**config.mk**
```make
export PLATFORM = sky130hd
export DESIGN_NAME = dmac_demux
export DESIGN_NICKNAME = d
export VERILOG_FILES = /design/src/rtl/dmac_pkg.sv /design/src/rtl/dmac_demux_slot.sv /design/src/rtl/dmac_demux.sv
export SDC_FILE = /design/constraint.sdc
export NUM_CORES = 1
export LEC_CHECK = 0
export ABC_AREA = 1
export BUFFER_PORTS_ARGS = -buffer_cell sky130_fd_sc_hd__buf_2
export CORE_MARGIN = 2
export CORE_UTILIZATION = 53
export CTS_CLUSTER_DIAMETER = 40
export DETAILED_ROUTE_END_ITERATION = 6
export GPL_ROUTABILITY_DRIVEN = 0
export GPL_TIMING_DRIVEN = 0
export PLACE_DENSITY = 0.85
export SETUP_SLACK_MARGIN = 0.3
export SYNTH_ARGS = -nofsm -noshare
export SYNTH_HDL_FRONTEND = slang
export SYNTH_SLANG_ARGS = --single-unit
```
**constraint.sdc**
```tcl
create_clock -name clk -period 3 [get_ports clk]
set_input_delay 0.45 -clock clk [delete_from_list [all_inputs] [get_ports clk]]
set_output_delay 0.45 -clock clk [all_outputs]
set_load 0.03 [all_outputs]
```
**src/rtl/dmac_pkg.sv**
```systemverilog
// rtl/dmac_pkg.sv - shared types and constants for the dmac demux
// Contents:
//   slot_state_e : per-destination one-entry slot state
//   DROP_CNT_W   : width of the saturating dropped-beat counter
package dmac_pkg;

  typedef enum logic {
    S_EMPTY = 1'b0,
    S_FULL  = 1'b1
  } slot_state_e;

  localparam int DROP_CNT_W = 16;

endpackage

```
**src/rtl/dmac_demux_slot.sv**
```systemverilog
// rtl/dmac_demux_slot.sv - one-entry registered output slot for one destination
// Ports:
//   clk, rst_n    : clock, asynchronous active-low reset
//   load_i        : write data_i into the slot this cycle
//   data_i        : payload to capture
//   ready_i       : downstream accepts the held beat
//   valid_o       : slot holds a beat (S_FULL)
//   data_o        : held payload; keeps its last value after draining
module dmac_demux_slot
  import dmac_pkg::*;
#(
  parameter int DATA_SIZE = 32
) (
  input  logic                 clk,
  input  logic                 rst_n,
  input  logic                 load_i,
  input  logic [DATA_SIZE-1:0] data_i,
  input  logic                 ready_i,
  output logic                 valid_o,
  output logic [DATA_SIZE-1:0] data_o
);

  slot_state_e          state_q, state_d;
  logic [DATA_SIZE-1:0] data_q, data_d;

  always_ff @(posedge clk or negedge rst_n) begin
    if (!rst_n) begin
      state_q <= S_EMPTY;
      data_q  <= '0;
    end else begin
      state_q <= state_d;
      data_q  <= data_d;
    end
  end

  // The top only asserts load_i when the slot is empty or draining this
  // cycle, so a load never overwrites a beat that was not taken.
  always_comb begin
    state_d = state_q;
    data_d  = data_q;
    unique case (state_q)
      S_EMPTY: begin
        if (load_i) begin
          state_d = S_FULL;
          data_d  = data_i;
        end
      end
      S_FULL: begin
        if (load_i) begin
          state_d = S_FULL;
          data_d  = data_i;
        end else if (ready_i) begin
          state_d = S_EMPTY;
        end
      end
      default: state_d = S_EMPTY;
    endcase
  end

  assign valid_o = (state_q == S_FULL);
  assign data_o  = data_q;

endmodule

```
**src/rtl/dmac_demux.sv**
```systemverilog
// rtl/dmac_demux.sv - routes source beats to N_SLAVE registered destination slots
// Ports:
//   clk, rst_n          : clock, asynchronous active-low reset
//   src_valid_i/ready_o : source handshake
//   src_id_i, src_data_i: destination index and payload
//   dst_valid_o/ready_i : per-destination handshake
//   dst_data_o          : per-destination registered payload
//   err_o               : one-cycle pulse after a beat with an out-of-range id is dropped
//   drop_cnt_o          : saturating count of dropped beats
module dmac_demux
  import dmac_pkg::*;
#(
  parameter int N_SLAVE   = 4,
  parameter int DATA_SIZE = 32,
  parameter int ID_SIZE   = (N_SLAVE > 1) ? $clog2(N_SLAVE) : 1
) (
  input  logic                  clk,
  input  logic                  rst_n,
  input  logic                  src_valid_i,
  output logic                  src_ready_o,
  input  logic [ID_SIZE-1:0]    src_id_i,
  input  logic [DATA_SIZE-1:0]  src_data_i,
  output logic [N_SLAVE-1:0]    dst_valid_o,
  input  logic [N_SLAVE-1:0]    dst_ready_i,
  output logic [DATA_SIZE-1:0]  dst_data_o [N_SLAVE],
  output logic                  err_o,
  output logic [DROP_CNT_W-1:0] drop_cnt_o
);

  logic [N_SLAVE-1:0]    load;
  logic                  id_ok;
  logic                  ready_sel;
  logic                  drop;
  logic                  err_q, err_d;
  logic [DROP_CNT_W-1:0] drop_cnt_q, drop_cnt_d;

  assign id_ok = ({{(32-ID_SIZE){1'b0}}, src_id_i} < 32'(N_SLAVE));

  // Ready depends only on the id and the addressed slot, never on src_valid_i.
  // An out-of-range id is always ready so the bad beat can be swallowed.
  always_comb begin
    ready_sel = 1'b1;
    load      = '0;
    for (int i = 0; i < N_SLAVE; i++) begin
      if (src_id_i == ID_SIZE'(i)) begin
        ready_sel = ~dst_valid_o[i] | dst_ready_i[i];
        load[i]   = src_valid_i & (~dst_valid_o[i] | dst_ready_i[i]);
      end
    end
  end

  assign src_ready_o = ready_sel;
  assign drop        = src_valid_i & ~id_ok;

  for (genvar g = 0; g < N_SLAVE; g++) begin : g_slot
    dmac_demux_slot #(
      .DATA_SIZE(DATA_SIZE)
    ) u_slot (
      .clk    (clk),
      .rst_n  (rst_n),
      .load_i (load[g]),
      .data_i (src_data_i),
      .ready_i(dst_ready_i[g]),
      .valid_o(dst_valid_o[g]),
      .data_o (dst_data_o[g])
    );
  end

  always_comb begin
    err_d      = drop;
    drop_cnt_d = drop_cnt_q;
    if (drop && (drop_cnt_q != '1)) begin
      drop_cnt_d = drop_cnt_q + 1'b1;
    end
  end

  always_ff @(posedge clk or negedge rst_n) begin
    if (!rst_n) begin
      err_q      <= 1'b0;
      drop_cnt_q <= '0;
    end else begin
      err_q      <= err_d;
      drop_cnt_q <= drop_cnt_d;
    end
  end

  assign err_o      = err_q;
  assign drop_cnt_o = drop_cnt_q;

endmodule

```
==> impl_metrics.ini <==
[timing]
worstMarginPinSlew_ns = 0.575
skew_ns = 0.00994
finalSetupViolCount = 0
grt_setup_unrepaired = no
min_period_ns = 2.00
fin_ws_ns = 1.00
tns_ns = 0
fmax_ghz = 0.501
whs_ns = 0.230
hold_violations = 0
final.period_utilization_pct = 66.6
relSlewSlack_pct = 61.7
drv_slew = 0

[logic_synthesis]
synth-simple-area-share_pct = 11.4
syn_area_um2 = 5300
synth-xor-area-share_pct = 0
synth.ff_latch_count = 132
synth_compound_gate_area_share_pct = 15.8
synth_mux_area_share_pct = 0
synthAdderAreaFrac_pct = 0
syn_inst = 501
yosysWarnings = 0
avgSynthCellArea_um2 = 10.6
synth_cell_types = 18
synth_top_family_by_area = compound AO/OA/AOI/OAI gates
ys_seq_area_share_pct = 62.4

[run]
drv_cap = 0

[grt]
grt_pass1_wl_um = 22800
grt-ovfl-total = 0
grt_max_degree = 73
antenna_found_initial = 0
grt_use_total_pct = 27.1
grt_pass1_vias = 4499

[detailed_routing]
ant_nets = 0
avgRoutedWirePerCell_um = 16.5
drt-initial-drc-count = 164
dr_total_vias = 4326
drc_errors = 0
viasPerCell = 5.05
drtPass1Iterations = 5
drt_wl_total_um = 14100

[power]
p_total_w = 0.00599
irDropWorstVdd_uv = 504
powerDensity_nw_per_um2 = 851
p_leak_nw = 3.86

[clocking]
post_cts_resized = 0
cts_tree = yes
cts_root_buf = clkbuf_8
path_clk_slew_ns = 0.06
cts_sinks = 132
clock_latency_ns = 0.52
htree_num_levels = 4
cts_buffers = 17
clock_path_buffers = 2
postCtsHoldBufs = 1
post_cts_buffers = 0

[floorplan]
ios = 191
rows = 36
coreArea_um2 = 9730
fp.dieW_um = 104
initial_core_util_pct = 54.4
die_h_um = 104
die_area_um2 = 10800

[layout]
antennaDiodeCount = 0
finalNetCount = 752
final_common_cell = buf_2
most-common-layout-cells = buf_2, nand2_1, dfrtp_1, o21ai_0, o21ai_2
nFillCells = 727
design_area_um2 = 7040
synthToLayoutAreaGrowth_pct = 32.9
layout-drive-gt1-share_pct = 41.9

[placement]
io_buffers = 173
dp_slack_ns = 1.34
hpwl_um = 9510
dpl_cell_area_um2 = 6420

[worst_setup_path]
crit_path_end = src_ready_o
start_kind = flip-flop
critPathArrivalTime_ns = 1.55
critPathKind = reg2out
path_max_fanout = 3
ff2ff_setup_slack_ns = 1.60
r2r-start = g_slot[0].u_slot.valid_o$_DFF_PN0_
r2r-end = g_slot[0].u_slot.data_o[26]$_DFFE_PN0P_
cp-startpoint = g_slot[0].u_slot.valid_o$_DFF_PN0_
cp.required_ns = 2.55
rr_worst_depth = 4
end_kind = output pin

[outcome]
status = finished, final reports clean

[min_path]
hp-class = in2reg
## metal layers
layer	share of wire [%]	GRT usage [%]	wire length [µm]	vias to the layer above
li1	-	-	-	1989
met1	39	33.1	5480	2125
met2	52	45.3	7390	192
met3	7.1	8.90	1010	20
met4	1.5	9.36	215	0
met5	0	0	0	-
## cell type report
class,instances,area (µm²),share of cell area (%)
inverters,40,150,2.13
multi-input cells,297,1510,21.4
clock inverters,9,153,2.17
repair buffers,175,910,12.9
flip-flops and latches,132,3300,46.9
well taps,133,166,2.36
clock buffers,22,453,6.43
plain buffers,48,399,5.67
## cells in the mapped netlist
library cell | count | area share (%)
buf_2 | 4 | 0.38
buf_4 | 21 | 3.0
buf_6 | 18 | 3.8
clkbuf_1 | 5 | 0.35
conb_1 | 1 | 0.071
dfrtp_1 | 132 | 62
inv_1 | 38 | 2.7
inv_2 | 2 | 0.14
nand2_1 | 145 | 10
nand3_1 | 2 | 0.19
nand3_2 | 1 | 0.19
nand4_1 | 1 | 0.12
nand4_4 | 1 | 0.40
nor2_1 | 1 | 0.071
nor2_2 | 1 | 0.12
o21ai_0 | 53 | 5.0
o21ai_1 | 22 | 2.1
o21ai_2 | 53 | 8.8
## worst min-delay path by stage
stage                                                 startpoint  cells past startpoint  slack, ns                                endpoint
after global placement    g_slot[2].u_slot.data_o[8]$_DFFE_PN0P_                      2       0.46  g_slot[2].u_slot.data_o[8]$_DFFE_PN0P_
after floorplan                                            rst_n                      0       0.15  g_slot[0].u_slot.data_o[0]$_DFFE_PN0P_
after CTS                                         dst_ready_i[1]                      4       0.20      g_slot[1].u_slot.valid_o$_DFF_PN0_
after global routing                              dst_ready_i[1]                      4       0.22      g_slot[1].u_slot.valid_o$_DFF_PN0_
after detailed placement                                   rst_n                      1       0.46      g_slot[3].u_slot.valid_o$_DFF_PN0_
final                                             dst_ready_i[1]                      4       0.23      g_slot[1].u_slot.valid_o$_DFF_PN0_
## where the power goes
group	internal, W	total [W]	switching [W]
logic	0.000448	0.00158	0.00113
registers	0.00210	0.00228	0.000186
clock network	0.00139	0.00213	0.000748
total	0.00393	0.00599	0.00206
## sequential cells by signal (all words and copies together) (netlist names)
| name | cells |
|---|---|
| g_slot.u_slot.data_o | 128 |
| g_slot.u_slot.valid_o | 4 |
## cell families after synthesis
group | after synthesis
AO/OA/AOI/OAI | 128
other | 1
buffers and inverters | 88
AND/OR/NAND/NOR | 152
flip-flops | 132
## critical path, stage by stage (launching register included)
cell and delay [ns]:
dfrtp_1 0.38, nand2_1 0.15, nand2_1 0.07, nand2_1 0.05
nand2_1 0.04, nand2_1 0.05, nand2_1 0.04, nand2_1 0.05
buf_2 0.19
## per-stage QoR
| stage | util [%] | std cells |
|---|---|---|
| after floorplan | - | 517 |
| after global placement | 65.7 | 823 |
| after detailed placement | 66.0 | 824 |
| after CTS | 72.4 | 856 |
| after global routing | 72.4 | 856 |
| final | 72.4 | 856 |
Power figures use the tool's default switching activity.
